==> src/rtl/inst_mem_loader_pkg.sv <==
// Shared definitions for the instruction-memory loader: state encoding,
// memory geometry defaults and the processor's instruction field positions.
// No ports; imported by the loader RTL and by anything decoding fetched words.
package inst_loader_pkg;

   localparam int DEPTH = 16;            // instruction words
   localparam int AW    = 4;             // log2(DEPTH)
   localparam int IW    = 32;            // instruction width
   localparam int BPW   = IW / 8;        // bytes per instruction word
   localparam int BIW   = $clog2(BPW);   // byte index width

   typedef enum logic [2:0] {
      ST_IDLE = 3'd0,
      ST_HDR  = 3'd1,
      ST_DATA = 3'd2,
      ST_CSUM = 3'd3,
      ST_DONE = 3'd4,
      ST_ERR  = 3'd5
   } state_t;

   // Instruction field positions as the processor decodes them.
   // rsrc2 and isrc overlap; mode selects which one the processor uses.
   localparam int OP_TYPE_MSB = 31, OP_TYPE_LSB = 27;
   localparam int RDST_MSB    = 26, RDST_LSB    = 22;
   localparam int RSRC1_MSB   = 21, RSRC1_LSB   = 17;
   localparam int MODE_BIT    = 16;
   localparam int RSRC2_MSB   = 15, RSRC2_LSB   = 11;
   localparam int ISRC_MSB    = 15, ISRC_LSB    = 0;

   function automatic logic [4:0] op_type_of(input logic [IW-1:0] w);
      return w[OP_TYPE_MSB:OP_TYPE_LSB];
   endfunction

   function automatic logic [4:0] rdst_of(input logic [IW-1:0] w);
      return w[RDST_MSB:RDST_LSB];
   endfunction

   function automatic logic [4:0] rsrc1_of(input logic [IW-1:0] w);
      return w[RSRC1_MSB:RSRC1_LSB];
   endfunction

   function automatic logic mode_of(input logic [IW-1:0] w);
      return w[MODE_BIT];
   endfunction

   function automatic logic [4:0] rsrc2_of(input logic [IW-1:0] w);
      return w[RSRC2_MSB:RSRC2_LSB];
   endfunction

   function automatic logic [15:0] isrc_of(input logic [IW-1:0] w);
      return w[ISRC_MSB:ISRC_LSB];
   endfunction

endpackage

==> src/rtl/inst_mem_loader_if.sv <==
// Loader bus: host byte stream in, processor fetch port, status out.
// slave  = loader side (accepts bytes, serves fetches, drives status).
// master = host/processor side.
interface inst_mem_loader_if;
   import inst_loader_pkg::*;

   logic          start;         // one-cycle pulse, begins a load session
   logic          in_valid;      // host byte valid
   logic [7:0]    in_data;       // host byte
   logic          in_ready;      // loader accepts a byte this cycle
   logic [AW-1:0] rd_addr;       // processor fetch address
   logic [IW-1:0] rd_data;       // mem[rd_addr], combinational
   logic          cpu_rst;       // processor reset, low only when loaded
   logic          load_done;     // program loaded and verified
   logic          load_err;      // sticky header/checksum error
   logic [AW:0]   words_loaded;  // words written in this session

   modport slave (
      input  start, in_valid, in_data, rd_addr,
      output in_ready, rd_data, cpu_rst, load_done, load_err, words_loaded
   );

   modport master (
      output start, in_valid, in_data, rd_addr,
      input  in_ready, rd_data, cpu_rst, load_done, load_err, words_loaded
   );

endinterface

==> src/rtl/inst_mem_loader_word_assembler.sv <==
// Packs an MSB-first byte stream into IW-bit words and keeps a running XOR of every byte.
// Latency: word_vld/word_dat are combinational on the BPW-th byte so the write lands on that edge.
// Backpressure: none here; the caller only presents byte_vld for bytes it has accepted.
// Ports: clk, rst (async high), clr (session restart), byte_vld/byte_dat in,
//        word_vld/word_dat out, csum (XOR of all bytes since clr).
module loader_word_assembler
   import inst_loader_pkg::*;
(
   input  logic          clk,
   input  logic          rst,
   input  logic          clr,
   input  logic          byte_vld,
   input  logic [7:0]    byte_dat,
   output logic          word_vld,
   output logic [IW-1:0] word_dat,
   output logic [7:0]    csum
);

   logic [IW-9:0]  shift;     // the first BPW-1 bytes of the word in flight
   logic [BIW-1:0] byte_idx;

   assign word_vld = byte_vld && (byte_idx == BIW'(BPW - 1));
   assign word_dat = {shift, byte_dat};

   always_ff @(posedge clk or posedge rst) begin
      if (rst) begin
         shift    <= '0;
         byte_idx <= '0;
         csum     <= '0;
      end else if (clr) begin
         shift    <= '0;
         byte_idx <= '0;
         csum     <= '0;
      end else if (byte_vld) begin
         // Stale bytes from the previous word shift out before they are used.
         shift    <= {shift[IW-17:0], byte_dat};
         csum     <= csum ^ byte_dat;
         byte_idx <= word_vld ? '0 : byte_idx + 1'b1;
      end
   end

endmodule

==> src/rtl/inst_mem_loader.sv <==
// Loads a header/data/checksum byte stream into a DEPTH x IW instruction memory and
// holds the processor in reset until a verified program is present.
// Latency: each word is written on the edge accepting its last byte; cpu_rst drops the cycle after the checksum byte.
// Backpressure: in_ready depends on state only (high in HDR/DATA/CSUM); gaps in in_valid are allowed anywhere.
// Ports: clk, rst (async high), bus (slave: start, in_valid/in_data/in_ready,
//        rd_addr/rd_data fetch port, cpu_rst, load_done, load_err, words_loaded).
module inst_mem_loader
   import inst_loader_pkg::*;
(
   input  logic             clk,
   input  logic             rst,
   inst_mem_loader_if.slave bus
);

   state_t        state;
   logic          in_ready_q;
   logic          cpu_rst_q;
   logic          load_done_q;
   logic          load_err_q;
   logic [AW:0]   words_loaded_q;
   logic [AW:0]   n_words;
   logic [AW-1:0] addr;

   logic [IW-1:0] mem [DEPTH];

   logic          accept;
   logic          hdr_ok;
   logic          asm_clr;
   logic          asm_vld;
   logic          word_vld;
   logic [IW-1:0] word_dat;
   logic [7:0]    csum;

   assign accept  = bus.in_valid & in_ready_q;
   assign hdr_ok  = (bus.in_data != 8'd0) && (bus.in_data <= 8'(DEPTH));
   assign asm_clr = accept && (state == ST_HDR) && hdr_ok;
   assign asm_vld = accept && (state == ST_DATA);

   loader_word_assembler u_asm (
      .clk      (clk),
      .rst      (rst),
      .clr      (asm_clr),
      .byte_vld (asm_vld),
      .byte_dat (bus.in_data),
      .word_vld (word_vld),
      .word_dat (word_dat),
      .csum     (csum)
   );

   // Outputs are registered alongside state so in_ready never depends on in_valid.
   always_ff @(posedge clk or posedge rst) begin
      if (rst) begin
         state          <= ST_IDLE;
         in_ready_q     <= 1'b0;
         cpu_rst_q      <= 1'b1;
         load_done_q    <= 1'b0;
         load_err_q     <= 1'b0;
         words_loaded_q <= '0;
         n_words        <= '0;
         addr           <= '0;
      end else begin
         case (state)
            ST_IDLE: begin
               if (bus.start) begin
                  state      <= ST_HDR;
                  in_ready_q <= 1'b1;
                  load_err_q <= 1'b0;
               end
            end
            ST_HDR: begin
               if (accept) begin
                  if (hdr_ok) begin
                     n_words        <= bus.in_data[AW:0];
                     addr           <= '0;
                     words_loaded_q <= '0;
                     state          <= ST_DATA;
                  end else begin
                     state      <= ST_ERR;
                     in_ready_q <= 1'b0;
                     load_err_q <= 1'b1;
                  end
               end
            end
            ST_DATA: begin
               if (word_vld) begin
                  words_loaded_q <= words_loaded_q + 1'b1;
                  addr           <= addr + 1'b1;
                  if (words_loaded_q + 1'b1 == n_words)
                     state <= ST_CSUM;
               end
            end
            ST_CSUM: begin
               if (accept) begin
                  in_ready_q <= 1'b0;
                  // csum already holds every data byte; the checksum byte itself is not folded in.
                  if (bus.in_data == csum) begin
                     state       <= ST_DONE;
                     load_done_q <= 1'b1;
                     cpu_rst_q   <= 1'b0;
                  end else begin
                     state      <= ST_ERR;
                     load_err_q <= 1'b1;
                  end
               end
            end
            ST_DONE: begin
               // in_ready is low here, so a byte presented with start is dropped.
               if (bus.start) begin
                  state       <= ST_HDR;
                  in_ready_q  <= 1'b1;
                  load_done_q <= 1'b0;
                  cpu_rst_q   <= 1'b1;
               end
            end
            ST_ERR: begin
               if (bus.start) begin
                  state      <= ST_HDR;
                  in_ready_q <= 1'b1;
                  load_err_q <= 1'b0;
               end
            end
            default: begin
               state      <= ST_IDLE;
               in_ready_q <= 1'b0;
               cpu_rst_q  <= 1'b1;
            end
         endcase
      end
   end

   // Memory has no reset: a reset mid-load keeps the words already written.
   always_ff @(posedge clk) begin
      if (word_vld)
         mem[addr] <= word_dat;
   end

   assign bus.rd_data      = mem[bus.rd_addr];
   assign bus.in_ready     = in_ready_q;
   assign bus.cpu_rst      = cpu_rst_q;
   assign bus.load_done    = load_done_q;
   assign bus.load_err     = load_err_q;
   assign bus.words_loaded = words_loaded_q;

endmodule
==> src/flat_wrapper.sv <==
// flat-port wrapper written by rule: the top's interface ports become plain ports
module inst_mem_loader_flat import inst_loader_pkg::*;
  (clk, rst, bus_start, bus_in_valid, bus_in_data, bus_rd_addr, bus_in_ready, bus_rd_data, bus_cpu_rst, bus_load_done, bus_load_err, bus_words_loaded);
  inst_mem_loader_if bus_i ();
  input  logic clk;
  input  logic rst;
  input wire logic [$bits(bus_i.start)-1:0] bus_start;
  input wire logic [$bits(bus_i.in_valid)-1:0] bus_in_valid;
  input wire logic [$bits(bus_i.in_data)-1:0] bus_in_data;
  input wire logic [$bits(bus_i.rd_addr)-1:0] bus_rd_addr;
  output wire logic [$bits(bus_i.in_ready)-1:0] bus_in_ready;
  output wire logic [$bits(bus_i.rd_data)-1:0] bus_rd_data;
  output wire logic [$bits(bus_i.cpu_rst)-1:0] bus_cpu_rst;
  output wire logic [$bits(bus_i.load_done)-1:0] bus_load_done;
  output wire logic [$bits(bus_i.load_err)-1:0] bus_load_err;
  output wire logic [$bits(bus_i.words_loaded)-1:0] bus_words_loaded;
  assign bus_i.start = bus_start;
  assign bus_i.in_valid = bus_in_valid;
  assign bus_i.in_data = bus_in_data;
  assign bus_i.rd_addr = bus_rd_addr;
  assign bus_in_ready = bus_i.in_ready;
  assign bus_rd_data = bus_i.rd_data;
  assign bus_cpu_rst = bus_i.cpu_rst;
  assign bus_load_done = bus_i.load_done;
  assign bus_load_err = bus_i.load_err;
  assign bus_words_loaded = bus_i.words_loaded;
  inst_mem_loader u_core (.clk(clk), .rst(rst), .bus(bus_i));
endmodule
==> config.mk <==
export PLATFORM = sky130hd
export DESIGN_NAME = inst_mem_loader_flat
export DESIGN_NICKNAME = d
export VERILOG_FILES = /design/src/rtl/inst_mem_loader_pkg.sv /design/src/rtl/inst_mem_loader_if.sv /design/src/rtl/inst_mem_loader_word_assembler.sv /design/src/rtl/inst_mem_loader.sv /design/src/flat_wrapper.sv
export SDC_FILE = /design/constraint.sdc
export NUM_CORES = 1
export LEC_CHECK = 0
export CORE_ASPECT_RATIO = 0.7
export CORE_UTILIZATION = 45
export DETAILED_ROUTE_END_ITERATION = 8
export PLACE_DENSITY = 0.65
export SETUP_SLACK_MARGIN = 0.2
export SLEW_MARGIN = 5
export SYNTH_ARGS = -nofsm -noshare
export SYNTH_HDL_FRONTEND = slang
export SYNTH_SLANG_ARGS = --single-unit
==> constraint.sdc <==
create_clock -name clk -period 7.5 [get_ports clk]
set_input_delay 1.5 -clock clk [delete_from_list [all_inputs] [get_ports clk]]
set_output_delay 1.5 -clock clk [all_outputs]
set_load 0.02 [all_outputs]
### Word level (Yosys, flattened, before mapping)

Memories as Yosys holds them, arrays and structs flattened.
Cells that the tools add are included.

| storage, ports and cells | value |
|---|---|
| memories kept | 1 |
| memory bits (read-only) | 0 |
| logic and storage cells | 102 |
| latch bits | 0 |
| bits in writable memories | 512 |
| flip-flop bits (word level) | 55 |

Memories:

| memory | depth | width | rd ports | clocked after Yosys merged registers in | write ports | RTL line | RTL |
|---|---|---|---|---|---|---|---|
| u_core.mem | 16 | 32 | 1 | 0 | 1 | inst_mem_loader.sv:24 | `logic [IW-1:0] mem [DEPTH];` |

| cells by class | value |
|---|---|
| bitwise logic cells | 4 |
| div/mod/pow operators | 0 |
| equal/unequal tests | 19 |
| shifts and indexed selects | 0 |
| $lt $le $gt $ge | 1 |
| reduce and logical (&&, ||, !) cells | 21 |
| add/sub/neg operators | 3 |
| mux-type cells | 42 |
| $mul | 0 |

Operator list:

| cell | count |
|---|---|
| 2-to-1 mux 24 bit | 2 |
| 2-to-1 mux 3 bit | 6 |
| 2-to-1 mux 1 bit | 16 |
| 2-to-1 mux 8 bit | 2 |
| 2-to-1 mux 5 bit | 3 |
| 2-to-1 mux 4 bit | 3 |
| != test 2 x 1 -> 1 bit, second input constant | 6 |
| case mux 3 bit (4 select lines) | 1 |
| AND reduction 4 bit | 3 |
| != test 2 bit, second input constant | 5 |
| case mux 5 bit (2 select lines) | 1 |
| AND reduction 5 bit | 2 |
| == test 8 bit | 1 |
| less-or-equal comparator 8 x 5 -> 1 bit, second input constant | 1 |
| case mux 4 bit (2 select lines) | 1 |
| nonzero test 8 bit | 1 |
| XOR 8 bit | 1 |
| == test 3 x 2 -> 1 bit, second input constant | 2 |
| == test 3 bit, second input constant | 2 |
| 2-to-1 mux 2 bit | 3 |
| case mux 1 bit (3 select lines) | 2 |
| AND reduction 6 bit | 1 |
| nonzero test 2 bit | 3 |
| adder 5 x 1 -> 5 bit, second input constant | 1 |
| 16 further kinds | 21 |

### Logic depth before layout (Yosys ltp)

Gate-level depths: netlist (run 1).

| depth | value |
|---|---|
| depth after elaboration | 6 |
| gate-level depth with buffers | 7 |
| depth with buffers taken out | 6 |

### Cells and area by module

A second synthesis (run 1) with hierarchy kept.

| unflattened totals | value |
|---|---|
| cells, all modules | 991 |
| area total of the unflattened synthesis | 22295.1 µm² |

Modules (own cells, without submodules):

| module | sequential area each (µm²) | cells an instance | area each (µm²) | times used |
|---|---|---|---|---|
| inst_mem_loader | 15901.5 | 861 | 20734.9 | 1 |
| loader_word_assembler | 850.8 | 130 | 1560.2 | 1 |

### Least setup slack after synthesis (run 1)

No wires, ideal clock.

| timing path | value |
|---|---|
| path type | input to output |
| from | input bus_rd_addr[0] |
| to | output bus_rd_data[0] |
| data arrival time | 3.095 ns |
| stages | 4 |
| required time | 6.000 ns |
| buffers on the path | 2 |
| setup slack | 2.905 ns |
| cells stage by stage | clkbuf_1 > buf_2 > mux4_2 > mux4_2 |

| on the way | value |
|---|---|
| word-level cells in the longest chain between the ends | 1 |

Ends and longest elaborated chain:

| what | RTL line | RTL |
|---|---|---|
| from (decl) | flat_wrapper.sv:10 | `input wire logic [$bits(bus_i.rd_addr)-1:0] bus_rd_addr;` |
| memory read (16 x 32 bit) | - |  |
| to (decl) | flat_wrapper.sv:12 | `output wire logic [$bits(bus_i.rd_data)-1:0] bus_rd_data;` |

Every way passes these cells.

### Worst setup path in the final report (run 1)

| timing path | value |
|---|---|
| from | input bus_rd_addr[0] |
| to | output bus_rd_data[31] |

The elaborated chain is that of the path after synthesis.

==> results.txt, run 1 <==
The buffering stage count on the worst path with inverters included is 3. Sorting the synthesized cells by how often they occur yields 512 x sky130_fd_sc_hd__edfxtp_1, 160 x sky130_fd_sc_hd__mux4_2, 54 x sky130_fd_sc_hd__dfrtp_1. The placer's final routability congestion estimate is 0.726. sky130_fd_sc_hd__edfxtp_1 is the most common cell in the netlist.

The time the final worst path needs with I/O delays and setup is 5.66 ns. In this run the post-CTS setup repair buffer count came out at 0. The overall track demand over capacity in global routing is 19.3%. The maximum frequency from static timing analysis came out at 0.177 GHz. The count of buffers added on input and output ports is 56. The number of placed instances with taps included is roughly 1,600. The leakage power of the design came out at 8.31 nW. Traced cell by cell, the critical path runs through clkbuf_8 -> buf_12 -> mux4_2 -> mux4_2 -> clkdlybuf4s50_1.

In this run the critical register-to-register path is launched from u_core.state[1]. Summed over all layers, the global routing overflow is 0. The number of max-slew violations in the final report came out at 0.

In this run the worst hold path is classified as reg -> reg. The via count of the first global-routing pass came out at 10,300. The slowest stage of the critical path belongs to the cell sky130_fd_sc_hd__mux4_2. The synthesized flop and latch total is 567. The placeable core region is 0.0480 mm^2. The proportion of netlist area held by the largest area contributor came out at 70.2%. Broken down by cell family, the worst path's largest delay share belongs to buffers and inverters. The proportion of synthesized chip area in sequential cells is roughly 76%. The cell that appears most often on the critical path is sky130_fd_sc_hd__mux4_2. The overall via count from detail_route came out at 10,100.

The setup-violating endpoint count in the final report came out at 0. The count of warnings emitted by yosys came out at 0. The average instance in the mapped netlist occupies 22.9 um^2. Clock-pin slew was measured on the worst setup and hold paths at 0.06 ns.

The number of nets in the synthesized netlist is 980. The transition at the pin with the smallest max-transition slack is ~1.1 ns. Counting along the longest clock path gives a buffer depth of 3.

The detailed-routing iteration count for the pre-antenna-repair pass is 5. The die covers a little under 0.05 mm^2. The flow ran to the end, and the final reports show no timing, DRC or antenna violations. Entering global routing, the biggest net connects 57 pins. The post-detailed-route count of antenna-violating nets is 0. Setup repair after global routing left no endpoint under its margin. The first routing iteration left roughly 1,100 violations. The number of antenna violations at the first check in global routing is 0. Post-CTS repair changed the size of 0 cells. STA classifies the critical path startpoint as a primary input. The mean routed wirelength per cell is 26.9 um. The overall power of the completed layout came out at roughly 6.4 mW. The library cell occupying the most area in the post-synthesis netlist is sky130_fd_sc_hd__edfxtp_1. The number of CTS-inserted buffers came out at 52. The number of remaining DRC errors came out at 0. The biggest fanout along the worst timing path is 51. The TritonCTS clock tree is yes. Dividing the detail-routed via count by the number of cells gives 5.81. Measured along the x axis, the die boundary spans 266 um. The worst setup path is captured at an output port. The end point of the most critical hold path is u_core.u_asm.byte_idx[1]. At the worst endpoint, the required time is 6.00 ns.

The first global-routing pass estimated 69,300 um of wire. The final number of hold-violating endpoints came out at 0. The later-pin clock latency in the skew report came out at 0.57 ns. The initial standard-cell utilization of the core is between 40% and 50%. The floorplan has 67 rows. The die span in y came out at approximately 190 um.

The final setup skew is roughly 0.014 ns. The count of flip-flops with a built-in enable after synthesis came out at 512. The total number of H-tree levels is 2. The worst hold path begins at u_core.u_asm.byte_idx[1]. The worst slew slack as a fraction of its limit came out at 28.1%. The peak supply drop came out at ~0.00015 V. For this run, the leading register cell type out of synthesis is sky130_fd_sc_hd__edfxtp_1. For the worst flop-to-flop path, the logic depth is 5. By area the synthesized netlist is led by sky130_fd_sc_hd__edfxtp_1 70%, sky130_fd_sc_hd__mux4_2 16%, sky130_fd_sc_hd__dfrtp_1 6.2%. In this run the power density over the cells is 255 mW/mm^2. The area of all placed cells without fillers is 0.0250 mm^2. After legalization and detailed placement, the total HPWL measured ~24,000 um. The placed instances occupy a cell area of 0.0233 mm^2. The minimum setup slack after placement came out at 1.77 ns. The share of flip-flops with an asynchronous set or reset is 9.70%. The cell chosen for the clock root is sky130_fd_sc_hd__clkbuf_16. The antenna cell count came out at 0. The share of the clock period used by the worst path after layout is about 75%.

Data arrives at the worst endpoint at 4.16 ns. The cell area after synthesis is between 0.02 and 0.025 mm^2. Along the worst hold path, the cell count comes to 1.

The routed wire length is 46,900 um. The register-to-register setup slack is between 4 and 5 ns. The number of top-level design ports is 57. Setup slack on the critical path of the routed design comes to 1.84 ns. The final net count is 1,068.

The count of unique library cells instantiated by Yosys is 45. The post-synthesis to final-layout area growth is 14.0%. The proportion of layout cells with a drive suffix above 1 came out at 28.1%. After filler insertion, the fill cell instance count of the layout stands at 3,744. The worst setup path is of the in -> out kind. The number of hold-repair buffers added at the cts stage is 0.

The count of max-cap constraint violations is 0. Counting every sink on the clock net gives 567. The total negative setup slack is 0 ns. In this design, the stage delay of the slowest critical-path cell is 0.57 ns. The number of cells in the finished layout apart from fillers is 1,742. The synthesized instance count is 958.

The critical register-to-register path endpoint is u_core.mem[11][29].
-- worst reg2reg max path: cells and delay by family (launching register included) --
| family | cells | cell delay [ns] |
|---|---|---|
| buffers and inverters | 1 | 0.48 |
| AND/OR/NAND/NOR | 4 | 1.64 |
| flip-flops | 1 | 0.59 |
-- layout make-up --
type	count	area [um^2]	area share [%]
clock inverters	24	175	0.702
inverters	4	15.0	0.0601
repair buffers	85	795	3.18
flip-flops and latches	567	16800	67.1
clock buffers	71	1470	5.90
well taps	655	820	3.28
multi-input cells	336	4940	19.8
-- metrics by stage --
step | utilization [%] | hold WS (ns)
final | 52.1 | 0.515
after global routing | 52.1 | 0.531
after CTS | 52.1 | 0.512
after detailed placement | 48.6 | 0.489
after global placement | 48.6 | 0.488
after floorplan | - | 0.470
-- worst max-delay path by stage --
stage / from / endpoint / slack (ns) / cells after the start
4_1_cts: bus_rd_addr[0] / bus_rd_data[9] / 1.76 / 5
6_report: bus_rd_addr[0] / bus_rd_data[31] / 1.84 / 5
3_3_place_gp: bus_rd_addr[0] / bus_rd_data[9] / 1.76 / 5
3_5_place_dp: bus_rd_addr[0] / bus_rd_data[9] / 1.77 / 5
2_1_floorplan: bus_rd_addr[0] / bus_rd_data[0] / 2.91 / 4
5_1_grt: bus_rd_addr[0] / bus_rd_data[9] / 1.65 / 5
-- cells by family (layout without fill, tap and decap cells) --
| group | count (synthesis) | in the layout | synth area share [%] |
|---|---|---|---|
| muxes | 174 | 174 | 17.1 |
| buffers and inverters | 55 | 184 | 1.10 |
| xor gates and xnor gates | 27 | 27 | 1.08 |
| and+or+nand+nor | 83 | 83 | 2.12 |
| DFF | 567 | 567 | 76.5 |
| adders and majority gates | 6 | 6 | 0.343 |
| AOI/OAI and AO/OA | 46 | 46 | 1.74 |
-- placed cells by master, fill, tap and decap left out, types with 9 or more instances in the layout --
cell                              netlist  routed
sky130_fd_sc_hd__clkbuf_1              30      10
sky130_fd_sc_hd__clkdlybuf4s50_1        0      52
sky130_fd_sc_hd__xor2_1                13      13
sky130_fd_sc_hd__xnor2_1               14      14
sky130_fd_sc_hd__nor2_1                23      23
sky130_fd_sc_hd__buf_4                  1      28
sky130_fd_sc_hd__nand2_1               18      18
sky130_fd_sc_hd__clkinv_2               0       9
sky130_fd_sc_hd__a22o_1                28      28
sky130_fd_sc_hd__dfrtp_1               54      54
sky130_fd_sc_hd__clkbuf_8               0       9
sky130_fd_sc_hd__mux2_2                10      10
sky130_fd_sc_hd__clkbuf_16              0      53
sky130_fd_sc_hd__edfxtp_1             512     512
sky130_fd_sc_hd__mux4_2               160     160
-- power by group --
| part | internal (mW) | switching (mW) |
|---|---|---|
| clock | 1.44 | 1.12 |
| combinational | 0.150 | 0.169 |
| sequential | 3.44 | 0.0423 |
| total | 5.03 | 1.33 |
-- per-layer routing --
layer	vias to the layer above	track usage [%]	wire [um]
met5	-	0	0
met4	0	4.22	824
met3	73	3.29	3130
met2	352	29.5	22100
met1	5476	29.4	20900
li1	4216	-	-
-- state kept, by name, indices dropped and copies added, names as in the netlist --
| name | cells |
|---|---|
| u_core.bus.cpu_rst | 1 |
| u_core.bus.load_done | 1 |
| u_core.state | 3 |
| u_core.bus.words_loaded | 5 |
| u_core.u_asm.byte_idx | 2 |
| u_core.u_asm.shift | 24 |
| u_core.mem | 512 |
| u_core.addr | 4 |
| u_core.u_asm.csum | 8 |
| u_core.bus.in_ready | 1 |
| u_core.n_words | 5 |
| u_core.bus.load_err | 1 |
(Power assumes the default switching activity.)
==> run 2: changes to the inputs <==
Settings changed: PLACE_DENSITY 0.65 to 0.67.
Clock period 7.5 ns to 4.8 ns, I/O delays scaled along.
==> run 2 against run 1 <==
Critical path depth stayed put; flip-flop and latch count stayed put; clock power is 71% higher; power is 62% higher; die area stayed put; count of clock-buffer cells in the layout is 5 lower; sequential share of layout area is 1.3 points lower; register-to-register slack worse by 2.5 ns; design area is 2.0% higher; critical endpoint is now bus_rd_data[24]; sequential power is 56% higher; worst hold slack better by 0.0019 ns.
==> results.txt, run 2 (synthesized netlist as in run 1, its figures left out) <==
The flow ran to the end, and the final reports show no timing, DRC or antenna violations. The transition at the pin with the smallest max-transition slack was 0.899 ns (-0.180 ns). The maximum frequency from static timing analysis is 0.235 GHz. The die area is 0.0496 mm^2 (unchanged). The setup-violating endpoint count in the final report came out at 0 (unchanged). The die span in y is 187 um (unchanged). The overall via count from detail_route is 10,200 (+0.65%). The later-pin clock latency in the skew report came out at 0.58 ns (about the same). The critical register-to-register path endpoint is u_core.mem[0][3]. The final net count is 1,084 (+1.5%). The number of hold-repair buffers added at the cts stage came to 0 (unchanged). The worst setup path is of the in -> out kind.

The tightest min-delay check is of the reg -> reg type. The routed wire length came out at 46,500 um (-0.84%). The sum of net half-perimeters after detailed placement is 25,000 um (+4.1%). Counting stages on the worst path, the most repeated cell is sky130_fd_sc_hd__mux4_2. The antenna cell count is 0 (unchanged). The number of top-level design ports was 57 (unchanged). The TritonCTS clock tree is yes.

The post-CTS setup repair buffer count is 0 (unchanged). Traced cell by cell, the critical path runs through clkbuf_8 -> buf_4 -> mux4_2 -> mux4_2 -> clkdlybuf4s50_1. The final number of hold-violating endpoints was 0 (unchanged). The slowest cell on the critical path is sky130_fd_sc_hd__clkdlybuf4s50_1.

The smallest clock period supported by the final layout is computed as 4.25 ns. The relative contribution of sequential cells to total power came out at 52.7% (-2.0 points). The clock-pin slew of the registers on the worst-case setup and hold paths is 0.07 ns (about the same). In this run the critical register-to-register path is launched from u_core.state[1]. The number of antenna violations at the first check in global routing is 0 (unchanged). The worst endpoint required time was 3.84 ns (-2.16 ns). The cell chosen for the clock root is sky130_fd_sc_hd__clkbuf_16. The proportion of layout cells with a drive suffix above 1 is 30.1% (+2.0 points). The floorplan die width is 266 um (unchanged). The count of max-cap constraint violations came out at 0 (unchanged). The net load switching power came out at 2.15 mW (+61%). The global-route wire length before repair was 69,600 um (+0.47%).

The pin count of the biggest net entering global routing is 46 (-19%). The placeable core region came out at 0.0480 mm^2 (unchanged). The arrival time of the worst setup path is 3.29 ns (-0.87 ns). The depth of the worst register-to-register path came out at 5 (unchanged). The post-cts gate resize count is 0 (unchanged). The total number of H-tree levels came to 2 (unchanged). Setup repair after global routing left no endpoint under its margin. The maximum number of buffers from clock root to sink is 3 (unchanged). The peak supply drop came out at 0.000261 V (+77%). The mean routed wirelength per cell came to 26.4 um (-1.9%).

The first-iteration detailed-routing DRC count came out at 1,069 (-5.1%). The clock share of power is 42.3% (+2.0 points). The library cells used most frequently in the layout, excluding fill and tap cells, are 512 x sky130_fd_sc_hd__edfxtp_1, 160 x sky130_fd_sc_hd__mux4_2, 58 x sky130_fd_sc_hd__clkbuf_16.

The number of max-slew violations in the final report is 0 (unchanged). The initial standard-cell utilization of the core came out at 45.7% (unchanged). The global-route congestion overflow total came out at 0 (unchanged).

The via count of the first global-routing pass is 10,300 (+0.65%). The overall power of the completed layout came to 10.3 mW (+62%). The power density over the cells is 405 mW/mm^2 (+59%).

The switching share of power came out at 20.8% (-0.16 points). The final setup skew is 0.0206 ns (+0.00703 ns). The worst setup path is launched from a primary input. The relative contribution of combinational cells to total power is 5.0% (about the same). The total negative setup slack came to 0 ns (unchanged). The startpoint identified for the worst hold timing path is u_core.u_asm.byte_idx[1]. The number of standard-cell rows in the floorplan is 67 (unchanged). The worst setup path is captured at an output port. The largest registers in the layout are u_core.mem x512, u_core.u_asm.shift x24, u_core.u_asm.csum x8. The worst hold path cell count is 1 (unchanged). The most frequent standard cell in the layout excluding fill and tap cells is sky130_fd_sc_hd__edfxtp_1. The number of CTS-inserted buffers is 52 (unchanged). The routed via count divided by cell count is 5.78 (-0.43%). The minimum setup slack after placement is 0.512 ns (-1.26 ns).

The worst slew slack as a fraction of its limit came out at 40.1% (+12 points). The register-to-register setup slack is 1.88 ns (-2.54 ns). The smallest setup slack after layout came out at 0.554 ns (-1.28 ns).

The leakage power of the design came out at 8.55 nW (+2.9%). The detailed-routing iteration count for the pre-antenna-repair pass is 5 (unchanged). The post-synthesis to final-layout area growth came out at 16.3%. The number of remaining DRC errors came to 0 (unchanged). The share of the clock period used by the worst path after layout came out at 88.5%. The number of I/O port buffers came to 56 (unchanged). The biggest fanout along the worst timing path is 21 (-59%).

The cell-internal power is 8.18 mW (+62%). Ranked by flip-flop count, first place goes to u_core.mem. The placer's final routability congestion estimate is 0.715 (-1.5%). The delay contributed by the slowest stage of the critical path came out at 0.57 ns (about the same). The total number of clock tree sinks came out at 567 (unchanged). For hold timing, the worst endpoint is u_core.u_asm.byte_idx[1].

The post-detailed-route count of antenna-violating nets was 0 (unchanged). The number of flip-flops in the largest register is 512 (unchanged). The overall track demand over capacity in global routing came to 19.3% (-0.038 points).
==> run 2: layer usage <==
| layer | up-vias | global-route usage [%] | part of all wire, % |
|---|---|---|---|
| met1 | 5525 | 29.5 | 45 |
| met4 | 0 | 3.34 | 1.3 |
| met2 | 352 | 29.9 | 47 |
| li1 | 4252 | - | - |
| met5 | - | 0 | 0 |
| met3 | 54 | 3.04 | 6.0 |
==> run 2: critical path: cells and delay by family <==
kind	cells	cell delay, ns
buf+inv	3	1.23
mux	2	1.07
==> run 2: power groups by stage <==
stage / registers, mW / clock network (mW) / logic [mW]
after global placement: 5.54 / 0 / 0.511
after global routing: 5.45 / 4.62 / 0.555
after detailed placement: 5.54 / 0 / 0.518
after floorplan: 5.53 / 0 / 0.350
final: 5.44 / 4.37 / 0.513
after CTS: 5.44 / 4.44 / 0.519
==> run 2: worst max-delay path by stage <==
stage                        start               to  slack [ns]  cells past startpoint
finish              bus_rd_addr[0]  bus_rd_data[24]        0.55                      5
global route        bus_rd_addr[0]  bus_rd_data[21]        0.46                      5
CTS                 bus_rd_addr[0]  bus_rd_data[24]        0.51                      5
detailed placement  bus_rd_addr[0]  bus_rd_data[24]        0.51                      5
global placement    bus_rd_addr[0]  bus_rd_data[24]        0.50                      5
floorplan           bus_rd_addr[0]   bus_rd_data[0]        1.29                      4
==> run 2: per-stage QoR <==
| stage | util (%) | cells | instance area [um^2] | hold WS [ns] |
|---|---|---|---|---|
| after floorplan | - | 958 | 21900 | 0.470 |
| after global placement | 49.2 | 1663 | 23600 | 0.487 |
| final | 53.1 | 1761 | 25500 | 0.517 |
| after CTS | 53.1 | 1761 | 25500 | 0.514 |
| after global routing | 53.1 | 1761 | 25500 | 0.543 |
| after detailed placement | 49.2 | 1663 | 23600 | 0.496 |
==> run 2: final cells by class <==
cell class,instances,area [um^2]
Sequential cell,567,16800
Timing Repair Buffer,101,1090
Clock inverter,32,310
Inverter,4,15.0
Fill cell,3642,22500
Tap cell,655,820
Clock buffer,66,1540
Multi-Input combinational cell,336,4940
